$ cat config.mk
export PLATFORM = sky130hd
export DESIGN_NAME = myuart_rx
export DESIGN_NICKNAME = d
export VERILOG_FILES = /design/src/rtl/myuart_rx_pkg.sv /design/src/rtl/myuart_os_tick.sv /design/src/rtl/myuart_rx.sv
export SDC_FILE = /design/constraint.sdc
export NUM_CORES = 1
export LEC_CHECK = 0
export ABC_CLOCK_PERIOD_IN_PS = 4500
export CORE_MARGIN = 1.5
export CORE_UTILIZATION = 50
export CTS_CLUSTER_DIAMETER = 50
export DETAILED_ROUTE_END_ITERATION = 16
export MAX_ROUTING_LAYER = met4
export PLACE_DENSITY = 0.72
export SYNTH_ARGS = -nofsm -noshare
export SYNTH_HDL_FRONTEND = slang
export SYNTH_SLANG_ARGS = --single-unit
$ cat constraint.sdc
create_clock -name clock -period 4.5 [get_ports clock]
set_input_delay 0.9 -clock clock [delete_from_list [all_inputs] [get_ports clock]]
set_output_delay 0.9 -clock clock [all_outputs]
set_load 0.005 [all_outputs]
$ cat src/rtl/myuart_rx_pkg.sv
// myuart_rx shared definitions
// state encoding, frame geometry, parity sense
package myuart_rx_pkg;

  localparam int DATA_W    = 8;
  localparam int OS_FACTOR = 16;
  localparam int TICK_W    = $clog2(OS_FACTOR);
  localparam int BIT_W     = $clog2(DATA_W);

  // 1 = odd parity, 0 = even parity
  localparam bit PARITY_ODD = 1'b1;

  localparam logic [TICK_W-1:0] MID_TICK  =
    TICK_W'(OS_FACTOR / 2 - 1);
  localparam logic [TICK_W-1:0] LAST_TICK =
    TICK_W'(OS_FACTOR - 1);
  localparam logic [BIT_W-1:0]  LAST_BIT  =
    BIT_W'(DATA_W - 1);

  typedef enum logic [2:0] {
    IDLE,
    START,
    DATA,
    PARITY,
    STOP,
    BREAK
  } rx_state_t;

  function automatic logic parity_bad(
    input logic [DATA_W-1:0] d,
    input logic              p
  );
    return ((^d) ^ p) != PARITY_ODD;
  endfunction

endpackage

$ cat src/rtl/myuart_os_tick.sv
// myuart oversample tick generator
// one pulse every DIV enabled clocks
module myuart_os_tick
  import myuart_rx_pkg::*;
#(
  parameter int CLK_FREQ  = 50000000,
  parameter int BAUD_RATE = 9600
) (
  input  logic clock,
  input  logic reset,
  input  logic enable,
  input  logic restart,
  output logic os_tick
);

  localparam int DIV = CLK_FREQ / (BAUD_RATE * OS_FACTOR);
  localparam int CW  = (DIV > 1) ? $clog2(DIV) : 1;
  localparam logic [CW-1:0] LAST = CW'(DIV - 1);

  logic [CW-1:0] cnt;

  // restart holds the divider at zero so the first
  // tick of a frame lands DIV clocks after release
  always_ff @(posedge clock) begin
    if (reset) begin
      cnt <= '0;
    end else if (enable) begin
      if (restart || cnt == LAST) cnt <= '0;
      else                        cnt <= cnt + 1'b1;
    end
  end

  // tick is qualified so nothing fires while held
  always_comb begin
    os_tick = enable && !restart && (cnt == LAST);
  end

endmodule

$ cat src/rtl/myuart_rx.sv
// myuart receiver: 8 data, odd parity, 1 stop
// 16x oversampling, mid-bit sampling
module myuart_rx
  import myuart_rx_pkg::*;
#(
  parameter int CLK_FREQ  = 50000000,
  parameter int BAUD_RATE = 9600
) (
  input  logic              clock,
  input  logic              reset,
  input  logic              enable,
  input  logic              rx_data_in,
  output logic [DATA_W-1:0] data_out,
  output logic              data_valid,
  input  logic              data_ack,
  output logic              parity_error,
  output logic              frame_error,
  output logic              overrun,
  output logic              rx_busy
);

  rx_state_t         state;
  rx_state_t         next_state;
  logic              sync1;
  logic              rx_sync;
  logic              os_tick;
  logic [TICK_W-1:0] tick_cnt;
  logic [BIT_W-1:0]  bit_cnt;
  logic [DATA_W-1:0] shift_reg;
  logic              par_bit;
  logic              at_mid;
  logic              sample_data;
  logic              sample_par;
  logic              complete;

  myuart_os_tick #(
    .CLK_FREQ  (CLK_FREQ),
    .BAUD_RATE (BAUD_RATE)
  ) u_os_tick (
    .clock   (clock),
    .reset   (reset),
    .enable  (enable),
    .restart (state == IDLE),
    .os_tick (os_tick)
  );

  // two-flop synchronizer, idles high
  always_ff @(posedge clock) begin
    if (reset) begin
      sync1   <= 1'b1;
      rx_sync <= 1'b1;
    end else if (enable) begin
      sync1   <= rx_data_in;
      rx_sync <= sync1;
    end
  end

  // state register
  always_ff @(posedge clock) begin
    if (reset)       state <= IDLE;
    else if (enable) state <= next_state;
  end

  // next state and sample strobes
  always_comb begin
    next_state  = state;
    sample_data = 1'b0;
    sample_par  = 1'b0;
    complete    = 1'b0;
    at_mid      = os_tick && (tick_cnt ==
      ((state == START) ? MID_TICK : LAST_TICK));
    unique case (state)
      IDLE:
        if (!rx_sync) next_state = START;
      START:
        if (at_mid) next_state = rx_sync ? IDLE : DATA;
      DATA:
        if (at_mid) begin
          sample_data = 1'b1;
          if (bit_cnt == LAST_BIT) next_state = PARITY;
        end
      PARITY:
        if (at_mid) begin
          sample_par = 1'b1;
          next_state = STOP;
        end
      STOP:
        if (at_mid) begin
          complete   = 1'b1;
          next_state = rx_sync ? IDLE : BREAK;
        end
      BREAK:
        if (rx_sync) next_state = IDLE;
      default:
        next_state = IDLE;
    endcase
  end

  // tick and bit counters, cleared while idle
  always_ff @(posedge clock) begin
    if (reset) begin
      tick_cnt <= '0;
      bit_cnt  <= '0;
    end else if (enable) begin
      if (state == IDLE) begin
        tick_cnt <= '0;
        bit_cnt  <= '0;
      end else begin
        if (os_tick)
          tick_cnt <= at_mid ? '0 : tick_cnt + 1'b1;
        if (sample_data)
          bit_cnt <= bit_cnt + 1'b1;
      end
    end
  end

  // LSB-first shift register and parity capture
  always_ff @(posedge clock) begin
    if (reset) begin
      shift_reg <= '0;
      par_bit   <= 1'b0;
    end else if (enable) begin
      if (sample_data)
        shift_reg <= {rx_sync, shift_reg[DATA_W-1:1]};
      if (sample_par)
        par_bit <= rx_sync;
    end
  end

  // output byte and status flags; an ack in the
  // completion cycle consumes the old byte only
  always_ff @(posedge clock) begin
    if (reset) begin
      data_out     <= '0;
      data_valid   <= 1'b0;
      parity_error <= 1'b0;
      frame_error  <= 1'b0;
      overrun      <= 1'b0;
    end else if (enable) begin
      if (complete) begin
        data_out     <= shift_reg;
        data_valid   <= 1'b1;
        parity_error <= parity_bad(shift_reg, par_bit);
        frame_error  <= !rx_sync;
        if (data_ack)        overrun <= 1'b0;
        else if (data_valid) overrun <= 1'b1;
      end else if (data_ack) begin
        data_valid <= 1'b0;
        overrun    <= 1'b0;
      end
    end
  end

  // busy whenever a frame or break is in progress
  always_comb begin
    rx_busy = (state != IDLE);
  end

endmodule

; Word-level counts from Yosys, hierarchy flattened
; Index checks and enable logic that the tools add are counted.
; W data, S select, Z words.
[word_totals]
regBits = 42
input_bits = 5
out_inout_bits = 13
wordCells = 80
[op_classes]
n_addsub = 3
bitwise = 2
muxes = 26
eq_ne = 15
n_reduce_logical = 21
[ops]
columns = op, n
row1 = $mux W3, 10
row2 = $pmux W3 S6, 1
row3 = $mux W4, 4
row4 = $ne A2 B2 Y1 const B, 7
row5 = $reduce_and A2 Y1, 6
row6 = $add A9 B1 Y9 const B, 1
row7 = $eq A3 B3 Y1 const B, 3
row8 = $eq A9 B9 Y1 const B, 1
row9 = $mux W1, 9
row10 = $mux W9, 1
row11 = $reduce_and A8 Y1, 1
row12 = $reduce_bool A2 Y1, 4
row13 = $reduce_xor A8 Y1, 1
row14 = $eq A3 B2 Y1 const B, 2
row15 = $add A4 B1 Y4 const B, 1
row16 = $eq A4 B4 Y1, 1
row17 = $add A3 B1 Y3 const B, 1
row18 = $eq A3 B1 Y1 const B, 1
row19 = $logic_and A1 B1 Y1, 3
row20 = $logic_not A3 Y1, 1
row21 = $reduce_and A3 Y1, 1
row22 = $reduce_bool A3 Y1, 1
row23 = $logic_not A1 Y1, 2
row24 = $mux W2, 1
row25 = 3 further kinds, 3

; Longest topological paths before layout
[depth]
depth_word = 9
ltp_mapped = 8
mapped_depth_nobuf = 7

; Modules after synthesis
; From an unflattened synthesis, not the netlist that was laid out.
[hier_totals]
hier_cells = 227
area_unflattened_um2 = 2074.5
[modules_own_cells]
columns = mod, area_each_um2, cells_per_inst, instances, seq_area_each_um2
row1 = myuart_rx, 1531.5, 174, 1, 660.6
row2 = myuart_os_tick, 543.0, 53, 1, 180.2

; Worst setup path after synthesis
; Ideal clock, no wire load.
[synth_timing]
path_kind = input -> register
startpoint = in enable
endpoint = reg state[0]
n_path_buf = 0
arrival_time_ns = 1.952
slack_ns = 2.478
stages = 5
required_time_ns = 4.430
setup_time_ns = 0.070
cell_sequence = nand4b_1 -> mux2i_2 -> a21oi_2 -> or4b_1 -> a21oi_1
[synth_via]
elab_chain_cells = 5
elab_cells_between_ends = 8
cone_classes = 4 x eq/ne / 4 x reduce/logical
[synth_lines]
columns = element, line_no
row1 = from (decl), myuart_rx.sv:11  ; input logic enable,
row2 = $logic_and A1 B1 Y1 (2 in a row), myuart_os_tick.sv:35  ; os_tick = enable && !restart && (cnt == LAST);
row3 = $logic_and A1 B1 Y1, myuart_rx.sv:70  ; at_mid = os_tick && (tick_cnt ==
row4 = $ne A2 B2 Y1 (no source line), -
row5 = $reduce_and A8 Y1 (no source line) (*), -
row6 = to (signal assigned), myuart_rx.sv:61  ; else if (enable) state <= next_state;
row7 = to (decl), myuart_rx.sv:22  ; rx_state_t state;
; Mark *: on every way between the ends. The rest lies on a longest branch, timed or not.
; A chain may end at the register's enable or synchronous reset.

; Worst setup path after layout
[layout_timing]
startpoint = in enable
endpoint = reg overrun
[layout_via]
elab_chain_cells = 7
elab_cells_between_ends = 8
cone_classes = 3 x mux / 5 x reduce/logical
[layout_lines]
columns = element, line_no
row1 = $logic_and A1 B1 Y1 (2 in a row), myuart_os_tick.sv:35
row2 = $logic_and A1 B1 Y1, myuart_rx.sv:70
row3 = $mux W1, myuart_rx.sv:88  ; if (at_mid) begin
row4 = $mux W1, myuart_rx.sv:72  ; unique case (state)
row5 = $reduce_bool A2 Y1 (no source line), -
row6 = $reduce_and A3 Y1 (no source line), -
row7 = to (signal assigned), myuart_rx.sv:138  ; overrun <= 1'b0;
row8 = to (signal assigned), myuart_rx.sv:145  ; if (data_ack) overrun <= 1'b0;
row9 = to (signal assigned), myuart_rx.sv:146  ; else if (data_valid) overrun <= 1'b1;
row10 = to (decl), myuart_rx.sv:18  ; output logic overrun,
; Parallel ways exist; a longest one is shown, timed or not.

==> out/results.ini <==
[sta]
tightest_slew_ns = 0.689
maxClockFrequency_mhz = 329
final-hold-violation-count = 0
fin_crit_sh_pct = 67.6
finalSetupViolCount = 0
fin_hold_ws_ns = 0.456
fin_crit_ns = 3.04
rsz0062_at_grt = false
drv_slew = 0
worst_skew_ns = 0.00650
worst_slew_margin_rel_pct = 53.9
setup-tns-final_ns = 0
setup_slack_ns = 1.46

[pwr]
comb_power_share_pct = 4.9
p_sw_uw = 147
clock_power_share_pct = 36.4
power.internal_uw = 496
max-vdd-ir-drop_uv = 190
power_frac_seq_pct = 58.6
leakage_nw = 0.858
sw_frac_of_total_pct = 22.9
cellPowerDensity_nw_per_um2 = 289

[clock_network]
cts_root_buf = sky130_fd_sc_hd__clkbuf_8
post_cts.repair.setup_buffers = 0
cts_tree = built
post_cts_hold_buffer_count = 0
cts_made_buffers = 5
max-clock-path-buffers = 2
insertion_delay_ns = 0.29
h-tree-depth = 2
cts.sink_count = 42
cts_resized = 0
clkSlewWorstSetupHoldPaths_ns = 0.08

[route]
routed_wl_mm = 3.42
via_count = 1531
first_pass_iters = 4
routed_via_density = 5.37
drt_iter0_drc = 27
detail-route-antenna-nets = 0
drt-wirelength-per-cell_um = 12.0
drt_drc_violations_left = 0

[global_route]
grt_pass1_wl_mm = 5.60
grt_use_met2_pct = 30.0
grt.total_usage_pct = 17.4
via_count_of_the_first_global_routing_pass = 1338
global_route.overflow_total = 0
largest_net_degree_at_the_start_of_global_routing = 35
number_of_antenna_violations_at_the_first_check_in_global_routing = 0
gr-max-usage-layer = met2
grt.met3_usage_pct = 5.65
met1_usage_pct = 19.0

[place]
place.port_buffers = 17
dpl-instance-area_sq_um = 2140
preCtsSetupSlack_ns = 1.17
hpwlAfterDp_mm = 2.28
finalWeightedCongestion = 0.687

[synth]
syn_avg_cell_area_sq_um = 8.79
synth-warning-count = 0
synth_cells = 223
synth_seq_cells = 42
proportion_of_register_bits_with_asynchronous_set_or_reset_after_synthesis_pct = 0
seq_area_frac_synth_pct = 42.9
synth_cell_type_count = 40
ys.flop_type = sky130_fd_sc_hd__dfxtp_1
synth-edff-count = 0
synth.net_count = 233
syn-cell-area_sq_um = 1960

[die]
floorplan.initialDensity_pct = 52.7
io_pins = 18
core_rows = 22
core_sq_um = 3720
fp.dieArea_sq_um = 4300
chipHeight_um = 65.6
chip_width_um = 65.6

[final_layout]
post_route_cells_drive_above_1_share_pct = 6.33
layout.cells.most_common = sky130_fd_sc_hd__dfxtp_1
number_of_flip_flops_under_the_largest_register_name = 9
area_growth_pct = 13.7
layout.nets = 246
leading_cell_types_in_the_layout_fill_and_taps_excluded = sky130_fd_sc_hd__dfxtp_1, sky130_fd_sc_hd__nand2_1, sky130_fd_sc_hd__nor2_1
num_antenna_cells = 0
finish.instance_area_sq_um = 2230

[critical_path]
critical_path_peak_fanout = 23
critical_path.endpoint_type = flip-flop
critPathLaunchType = input pin
worst_ep_required_time_ns = 4.71
cp.arrival_ns = 3.25
critical_path_class = input pin to flip-flop

[outcome]
outcome = finished, final reports clean

[run]
max-cap-violations = 0

[hold_path]
min_path_type = flip-flop to flip-flop

[logic make-up after synthesis]
logic type | after synthesis | synth area share (%)
AND/OR/NAND/NOR | 91 | 24.2
multiplexers | 13 | 6.90
flip-flops | 42 | 42.9
XOR/XNOR | 16 | 7.15
buffers and inverters | 19 | 4.41
AO/OA/AOI/OAI | 37 | 11.2
adder cells (fa/ha/maj) | 5 | 3.19
[layout make-up]
cell class	count	area (sq um)
timing repair buffer	19	185
clock buffer	6	72.6
fill	332	1490
inverter	6	22.5
sequential	42	841
clock inverter	2	13.8
multi-input combinational	162	1030
tap	48	60.1
[critical path: stages]
cell and delay, ns:
sky130_fd_sc_hd__clkdlybuf4s50_1 0.91, sky130_fd_sc_hd__nand4_1 0.19, sky130_fd_sc_hd__mux2i_2 0.40, sky130_fd_sc_hd__and4_1 0.54, sky130_fd_sc_hd__a21oi_1 0.12, sky130_fd_sc_hd__a211oi_1 0.18
[through the flow]
step / power (mW) / instances / util (%)
after global placement: 0.418 / 277 / 57.6
after CTS: 0.654 / 285 / 59.9
after floorplan: 0.408 / 223 / -
after global routing: 0.675 / 285 / 59.9
final: 0.643 / 285 / 59.9
after detailed placement: 0.418 / 277 / 57.6
[layer usage]
| layer | share of wire, % | vias up |
|---|---|---|
| met5 | 0 | - |
| met4 | 0.99 | 0 |
| met3 | 3.9 | 4 |
| met2 | 48 | 26 |
| met1 | 48 | 713 |
| li1 | - | 788 |
[power by group through the flow]
stage | sequential (mW) | combinational (mW) | clock, mW
finish | 0.377 | 0.0316 | 0.234
global route | 0.378 | 0.0348 | 0.263
CTS | 0.377 | 0.0320 | 0.245
detailed placement | 0.386 | 0.0319 | 0
global placement | 0.386 | 0.0316 | 0
floorplan | 0.383 | 0.0252 | 0
[path summary, 6_finish.rpt]
| kind | start | to | slack, ns | depth (start not counted) |
|---|---|---|---|---|
| min | data_out[2] | data_out[2] | 0.46 | 2 |
| max | enable | overrun | 1.46 | 6 |
| min reg2reg | data_out[2] | data_out[2] | 0.46 | 2 |
| max reg2reg | u_os_tick.cnt[0] | overrun | 2.31 | 7 |
[cells in the mapped netlist, types with 2 or more instances]
cell	number	area (sq um)
sky130_fd_sc_hd__a211o_1	2	17.5
sky130_fd_sc_hd__a211oi_1	3	22.5
sky130_fd_sc_hd__a21oi_1	20	100
sky130_fd_sc_hd__and3_1	2	12.5
sky130_fd_sc_hd__buf_2	2	10.0
sky130_fd_sc_hd__buf_4	3	22.5
sky130_fd_sc_hd__clkbuf_1	7	26.3
sky130_fd_sc_hd__dfxtp_1	42	841
sky130_fd_sc_hd__ha_1	5	62.6
sky130_fd_sc_hd__inv_1	6	22.5
sky130_fd_sc_hd__mux2i_1	11	110
sky130_fd_sc_hd__nand2_1	29	109
sky130_fd_sc_hd__nand2b_1	4	25.0
sky130_fd_sc_hd__nand3_1	9	45.0
sky130_fd_sc_hd__nand4_1	9	56.3
sky130_fd_sc_hd__nor2_1	23	86.3
sky130_fd_sc_hd__nor2b_1	3	18.8
sky130_fd_sc_hd__o21ai_0	6	30.0
sky130_fd_sc_hd__or2_0	2	12.5
sky130_fd_sc_hd__xnor2_1	6	52.6
sky130_fd_sc_hd__xor2_1	10	87.6
No activity file was read; power rests on OpenSTA's default activity.
